==> config.mk <==
export PLATFORM = sky130hd
export DESIGN_NAME = count12_monitor
export DESIGN_NICKNAME = d
export VERILOG_FILES = /design/src/rtl/count12_pkg.sv /design/src/rtl/count12_monitor.sv
export SDC_FILE = /design/constraint.sdc
export NUM_CORES = 1
export LEC_CHECK = 0
export CAP_MARGIN = 20
export CORE_UTILIZATION = 48
export DETAILED_ROUTE_END_ITERATION = 6
export GPL_TIMING_DRIVEN = 1
export PLACE_DENSITY = 0.79
export SYNTH_ARGS = -nofsm -noshare
export SYNTH_HDL_FRONTEND = slang
export SYNTH_SLANG_ARGS = --single-unit
==> constraint.sdc <==
create_clock -name clk -period 2.9 [get_ports clk]
set_input_delay 0.435 -clock clk [delete_from_list [all_inputs] [get_ports clk]]
set_output_delay 0.435 -clock clk [all_outputs]
set_load 0.005 [all_outputs]
==> src/rtl/count12_pkg.sv <==
// Shared definitions for the mod-12 counter monitor: counter limits, FSM
// state encoding and the expected-next-value function.
package count12_pkg;

  localparam int         CNT_MOD = 12;
  localparam logic [3:0] CNT_MAX = 4'd11;

  typedef enum logic [1:0] {
    ST_IDLE = 2'd0,
    ST_ACQ  = 2'd1,
    ST_LOCK = 2'd2
  } state_t;

  // Value the observed counter should show next, given its last value and
  // whether it was enabled when that value was sampled.
  function automatic logic [3:0] next_count(input logic [3:0] cnt, input logic en);
    if (!en) return cnt;
    return (cnt == CNT_MAX) ? 4'd0 : cnt + 4'd1;
  endfunction

  function automatic logic cnt_in_range(input logic [3:0] cnt);
    return int'(cnt) < CNT_MOD;
  endfunction

endpackage

==> src/rtl/count12_monitor.sv <==
// Watches an external mod-12 counter, locks onto it after LOCK_THRESH
// consecutive consistent samples, and reports wraps, lock losses and range errors.
module count12_monitor
  import count12_pkg::*;
#(
  parameter int LOCK_THRESH = 3,
  parameter int ERR_W       = 8,
  parameter int WRAP_W      = 16
) (
  input  logic              clk,
  input  logic              rst_n,
  input  logic              valid_count,
  input  logic [3:0]        cnt_in,
  input  logic              clr,
  output logic              locked,
  output logic              wrap_pulse,
  output logic              err_pulse,
  output logic              range_err,
  output logic              sticky_err,
  output logic [ERR_W-1:0]  err_count,
  output logic [WRAP_W-1:0] wrap_count
);

  state_t     state_q, state_d;
  logic [2:0] acq_q, acq_d;
  logic [3:0] prev_cnt;
  logic       prev_en;

  logic       in_rng;
  logic       match;
  logic [3:0] acq_inc;
  logic       wrap_evt;
  logic       loss_evt;

  assign in_rng  = cnt_in_range(cnt_in);
  assign match   = in_rng && (cnt_in == next_count(prev_cnt, prev_en));
  assign acq_inc = {1'b0, acq_q} + 4'd1;

  // NOTE: every signal driven here gets a default first, so no path through
  // the case statement can leave one unassigned and infer a latch.
  always_comb begin
    state_d  = state_q;
    acq_d    = acq_q;
    wrap_evt = 1'b0;
    loss_evt = 1'b0;
    unique case (state_q)
      ST_IDLE: begin
        if (in_rng) begin
          state_d = ST_ACQ;
          acq_d   = 3'd0;
        end
      end
      ST_ACQ: begin
        if (match) begin
          if (acq_inc == 4'(LOCK_THRESH)) begin
            state_d = ST_LOCK;
            acq_d   = 3'd0;
          end else begin
            acq_d = acq_inc[2:0];
          end
        end else begin
          acq_d = 3'd0;
        end
      end
      ST_LOCK: begin
        if (match) begin
          wrap_evt = prev_en && (prev_cnt == CNT_MAX);
        end else begin
          loss_evt = 1'b1;
          acq_d    = 3'd0;
          state_d  = ST_ACQ;
        end
      end
      default: begin
        state_d = ST_IDLE;
        acq_d   = 3'd0;
      end
    endcase
  end

  // NOTE: sequential state uses non-blocking assignments so every flop samples
  // the pre-edge values, independent of statement order.
  always_ff @(posedge clk or negedge rst_n) begin
    if (!rst_n) begin
      state_q  <= ST_IDLE;
      acq_q    <= 3'd0;
      prev_cnt <= 4'd0;
      prev_en  <= 1'b0;
    end else begin
      state_q <= state_d;
      acq_q   <= acq_d;
      // An illegal sample must not disturb the reference used for the next match.
      if (in_rng) begin
        prev_cnt <= cnt_in;
        prev_en  <= valid_count;
      end
    end
  end

  always_ff @(posedge clk or negedge rst_n) begin
    if (!rst_n) begin
      locked     <= 1'b0;
      wrap_pulse <= 1'b0;
      err_pulse  <= 1'b0;
      range_err  <= 1'b0;
      sticky_err <= 1'b0;
      err_count  <= '0;
      wrap_count <= '0;
    end else begin
      locked     <= (state_d == ST_LOCK);
      wrap_pulse <= wrap_evt;
      err_pulse  <= loss_evt;
      range_err  <= !in_rng;
      // Clear takes priority over any coincident increment or sticky set.
      if (clr) begin
        sticky_err <= 1'b0;
        err_count  <= '0;
        wrap_count <= '0;
      end else begin
        if (loss_evt || !in_rng) sticky_err <= 1'b1;
        if (loss_evt && (err_count != '1)) err_count <= err_count + ERR_W'(1);
        if (wrap_evt) wrap_count <= wrap_count + WRAP_W'(1);
      end
    end
  end

endmodule

== Yosys cells after proc, flatten, opt, wreduce, memory -nomap -nowiden ==
Index checks and enable logic that the tools add are counted.

* Register bits after elaboration: 39
* Word-level logic and storage cells: 57
* Output and inout bits: 29
* Bits of input ports: 8

* $lt $le $gt $ge: 1
* Equality and inequality tests: 9
* $add $sub $neg: 4
* Reduce and logical (&&, ||, !) cells: 10
* Mux-type cells: 22

{| class="wikitable"
|+ Operator list
! operator !! number
|-
| $mux W16 || 2
|-
| $add A16 B1 Y16 const B || 1
|-
| $mux W8 || 2
|-
| $mux W3 || 4
|-
| $pmux W3 S3 || 1
|-
| $add A8 B1 Y8 const B || 1
|-
| $mux W2 || 4
|-
| $mux W4 || 2
|-
| $ne A8 B8 Y1 const B || 1
|-
| $mux W1 || 6
|-
| $pmux W2 S3 || 1
|-
| $reduce_bool A2 Y1 || 3
|-
| $add A3 B1 Y4 const B || 1
|-
| $add A4 B1 Y4 const B || 1
|-
| $eq A2 B2 Y1 const B || 2
|-
| $eq A4 B2 Y1 const B || 1
|-
| $eq A4 B4 Y1 || 1
|-
| $eq A4 B4 Y1 const B || 1
|-
| $lt A4 B4 Y1 const B || 1
|-
| $ne A2 B2 Y1 const B || 2
|-
| $logic_and A1 B1 Y1 || 3
|-
| $eq A2 B1 Y1 const B || 1
|-
| $logic_not A2 Y1 || 1
|-
| $reduce_and A2 Y1 || 1
|-
| 2 further kinds || 2
|}

== Depth between registers and ports, before layout ==
* Depth in word-level cells: 10
* Depth in mapped cells: 9
* Depth with buffers taken out: 7

== Least setup slack after synthesis ==
Ideal clock, no wire load.

* Path type: register to register
* From: register prev_cnt[0]
* To: register wrap_count[13]
* Data arrival time: 2.663 ns
* Slack: 0.159 ns
* Path buffers: 1
* Setup time: 0.078 ns
* Clock period less this slack: 2.741 ns
* Cell stages (with the launch flop): 9
* Required time: 2.822 ns
* Cell sequence: dfrtp_1 > ha_1 > nor4bb_1 > or3_1 > a2111o_1 > a211o_1 > buf_2 > or4_1 > a21oi_1

* Word-level cells in the longest chain between the ends: 8
* Elaborated cells on any way between the ends: 10
* Those cells by class: add/sub (1); eq/ne (2); mux (4); reduce/logical (3)

{| class="wikitable"
|+ Ends and longest elaborated chain
! what !! RTL line !! source
|-
| from (decl) || count12_monitor.sv:26 || <nowiki>logic [3:0] prev_cnt;</nowiki>
|-
| from (signal assigned) || count12_monitor.sv:94 || <nowiki>prev_cnt <= cnt_in;</nowiki>
|-
| $add A4 B1 Y4 or $eq A4 B4 Y1 (tied branches) || count12_pkg.sv:18, count12_monitor.sv:67 ||
|-
| $mux W4 (2 in a row) || count12_pkg.sv:18 || <nowiki>return (cnt == CNT_MAX) ? 4'd0 : cnt + 4'd1;</nowiki>
|-
| $eq A4 B4 Y1 || count12_monitor.sv:36 || <nowiki>assign match = in_rng && (cnt_in == next_count(prev_cnt, prev_en));</nowiki>
|-
| $logic_and A1 B1 Y1 || count12_monitor.sv:36 ||
|-
| $mux W1 (*) || count12_monitor.sv:66 || <nowiki>if (match) begin</nowiki>
|-
| $mux W1 (*) || count12_monitor.sv:46 || <nowiki>unique case (state_q)</nowiki>
|-
| $reduce_bool A2 Y1 (no line) (*) || - ||
|-
| to (signal assigned) || count12_monitor.sv:122 || <nowiki>if (wrap_evt) wrap_count <= wrap_count + WRAP_W'(1);</nowiki>
|-
| to (decl) || count12_monitor.sv:21 || <nowiki>output logic [WRAP_W-1:0] wrap_count</nowiki>
|}

Mark *: on every way between the ends. The rest lies on a longest branch, timed or not.
A chain may end at the register's enable or synchronous reset.

== Worst setup path in the final report ==
* From: register prev_cnt[1]
* To: register wrap_count[7]

Same word-level chain as after synthesis.

==> out/metrics.yaml <==
run_status:
  outcome: "finished clean"
power_and_ir_drop:
  peakVddDrop_uv: 268
  power_density_nw_per_um2: 364
  cellLeakagePower_nw: 1.10
floorplanning:
  coreArea_um2: 4410
  rows: 24
  initial_core_util: 0.503
  die-width_um: 70.0
  die_area_um2: 4910
  die_h_um: 70.0
  io_pins: 37
cells_and_area:
  fillers: 354
  final_cells: 332
  fin_area_um2: 2870
  drive_gt1_frac: 0.146
  antenna_cells: 0
  area_growth_pct: 29.1
  nets: 292
logic_synthesis:
  netlist.area_leader.share: 0.439
  ys_ff_latch: 39
  yosys_most_used_dff: "dfrtp_1"
  synth_area_leader_cell: "dfrtp_1"
  synthAdderAreaFrac: 0.0282
  ys_seq_area_frac: 0.439
  synth-edff-count: 0
  postSynthAreaPerCell_um2: 9.75
  syn_nets: 241
  synth_mux_area_frac: 0.0434
  synth-compound-area-share: 0.215
  yosysUniqueCellTypes: 48
  synth_top_family_by_area: "simple AND/OR/NAND/NOR gates"
  yosysWarnings: 0
  netlist_area_um2: 2220
  synth_area_leaders: "dfrtp_1 (44%), a21oi_1 (5.4%), or4b_1 (3.2%), o31ai_1 (3.0%), ha_1 (2.8%)"
  yosysMostFrequentCell: "dfrtp_1"
  synth-simple-area-share: 0.220
  synth-xor-area-share: 0.0118
  ys_top_cells_by_count: "dfrtp_1 (39), a21oi_1 (24), nor2_1 (14)"
  syn_inst: 228
  async_flop_share: 1.00
grt:
  grt_use_met3: 0.0534
  antenna_found_initial: 0
  met2_usage: 0.357
  met1_usage: 0.318
  grt-ovfl-total: 0
  grt_pass1_wl_um: 9110
  grt_start_max_net_pins: 40
  grt.busiest_layer: "met2"
  grt_pass1_vias: 1943
  grt_usage: 0.230
placement:
  place_area_um2: 2720
  place_congestion: 0.796
  place_inst: 322
  hpwlAfterDp_um: 3460
  port_buffers: 36
timing:
  worstMarginPinSlew_ns: 0.853
  fin_crit_ns: 2.79
  period_share: 0.962
  finClkSkew_ns: 0.00928
  max_slew_margin: 0.431
  fmax_ghz: 0.359
  hold_viol: 0
  drv_slew: 0
  setup_viol: 0
detailed_routing:
  wl_per_cell_um: 15.6
  drc: 0
  totalWireLength_um: 5180
  dr_total_vias: 2013
  ant_nets: 0
  drt_iter0_markers: 133
  vias_per_cell: 6.06
  drtPass1Iterations: 4
clock_tree:
  cts_tree: "done"
  cts_max_level: 2
  worstSkewPairLatency_ns: 0.29
  cts_buffers: 5
  clk_pin_slew_ns: 0.08
  cts.sinks: 39
  root_buffer: "clkbuf_8"
  cts_hold_buf: 0
  clk_path_buf_depth: 2
critical_path:
  crit_path_end_kind: "register"
  critPathMaxFanout: 7
  reg2reg_from: "prev_cnt[1]"
  critPathRequiredTime_ns: 3.11
  crit_family: "simple AND/OR/NAND/NOR gates"
  cp-endpoint: "wrap_count[7]"
  worst_r2r_endpoint: "wrap_count[7]"
  cp_slowest_stage_delay_ns: 0.47
  worstSetupPathType: "reg2reg"
  cp-start-kind: "register"
  reg2reg_slack_ns: 0.11
  startpoint: "prev_cnt[1]"
  arrival_ns: 3.00
  path_depth: 9
  cp.buffers_inverters: 2
  path_common_cell: "buf_4"
  reg2reg_depth: 9
  worstPathCellList: "ha_4, nor4bb_4, or3_1, a2111o_1, buf_4, a2111oi_4, buf_4, or4b_4, a21oi_2"
  critPathSlowestCell: "or4b_4"
job:
  maxCapViolCount: 0
min_path:
  min_path_type: "in2async"
-- final cells by class --
class,instances,area [µm²],area share
timing repair buffer,55,498,0.174
tap,52,65.1,0.0227
clock buffer,7,76.3,0.0266
clock inverter,1,5.00,0.00175
sequential,39,976,0.340
inverter,12,45.0,0.0157
multi-input combinational,166,1200,0.419
-- metrics by stage --
step / hold WS, ns / TNS (ns) / utilization / setup slack (ns) / power (mW)
2_1_floorplan: 0.139 / 0 / - / 0.159 / 0.635
3_3_place_gp: 0.535 / -0.165 / 0.616 / -0.0492 / 0.687
3_5_place_dp: 0.540 / -0.355 / 0.616 / -0.0677 / 0.689
4_1_cts: 0.282 / 0 / 0.635 / 0.00903 / 1.04
5_1_grt: 0.320 / -0.000595 / 0.650 / -0.000595 / 1.09
6_report: 0.245 / 0 / 0.650 / 0.111 / 1.04
-- cells in the final DEF (no fill, tap or decap), types with 2 or more instances in the layout --
cell type / instances
a21oi_1: 21
or4_1: 7
inv_1: 12
buf_4: 19
nand4_1: 4
o31ai_1: 9
mux2i_1: 4
o21ai_0: 4
dfrtp_1: 39
and3_1: 2
nand3b_1: 2
xnor2_1: 3
ha_1: 4
nand2b_1: 6
nand3_1: 8
or4b_4: 3
o21a_1: 2
nand4b_1: 3
nand2_1: 13
mux2_1: 2
and2_1: 3
nor2b_1: 5
mux2_2: 3
or4b_1: 4
clkdlybuf4s50_1: 35
clkbuf_1: 2
nor2_1: 14
a21oi_2: 3
a31o_1: 2
clkbuf_8: 5
a21boi_0: 3
o41ai_1: 7
or3_1: 3
nor3_1: 3
a31oi_1: 2
-- kinds of logic after synthesis --
group / Yosys count
flip-flops: 39
AND/OR/NAND/NOR: 83
buffers and inverters: 23
XOR/XNOR: 3
multiplexers: 9
AO/OA/AOI/OAI: 66
adder cells (fa/ha/maj): 5
-- state kept, by name, indices dropped and copies added, names as in the netlist --
signal,flops
wrap_count,16
err_count,8
prev_cnt,4
acq_q,3
state_q,2
err_pulse,1
locked,1
prev_en,1
range_err,1
sticky_err,1
wrap_pulse,1
-- what timing repair did --
item | 4_1_cts | 5_1_grt
setup endpoints to repair | 0 | 23
buffers inserted | 0 | 2
resized for setup | 0 | 11
hold endpoints to repair | 0 | 0
-- power breakdown --
part           switching [mW]  total [mW]  internal [mW]
registers             0.00909       0.561          0.552
clock network           0.187       0.356          0.169
logic                  0.0686       0.127         0.0588
-- routing by layer --
| layer | share of wire | vias to the layer above | wire length, µm |
|---|---|---|---|
| met5 | 0 | - | 0 |
| met4 | 0.013 | 0 | 66 |
| met3 | 0.050 | 8 | 260 |
| met2 | 0.47 | 54 | 2440 |
| met1 | 0.47 | 982 | 2410 |
| li1 | - | 969 | - |
-- worst min path at each step --
stage                     from        endpoint  slack, ns  cells after the start
floorplan                rst_n        acq_q[0]       0.14                      0
global placement    sticky_err      sticky_err       0.53                      2
detailed placement  sticky_err      sticky_err       0.54                      2
CTS                      rst_n  wrap_count[12]       0.28                      1
global route             rst_n  wrap_count[11]       0.32                      1
finish                   rst_n  wrap_count[12]       0.25                      1
No activity file was read; power rests on OpenSTA's default activity.
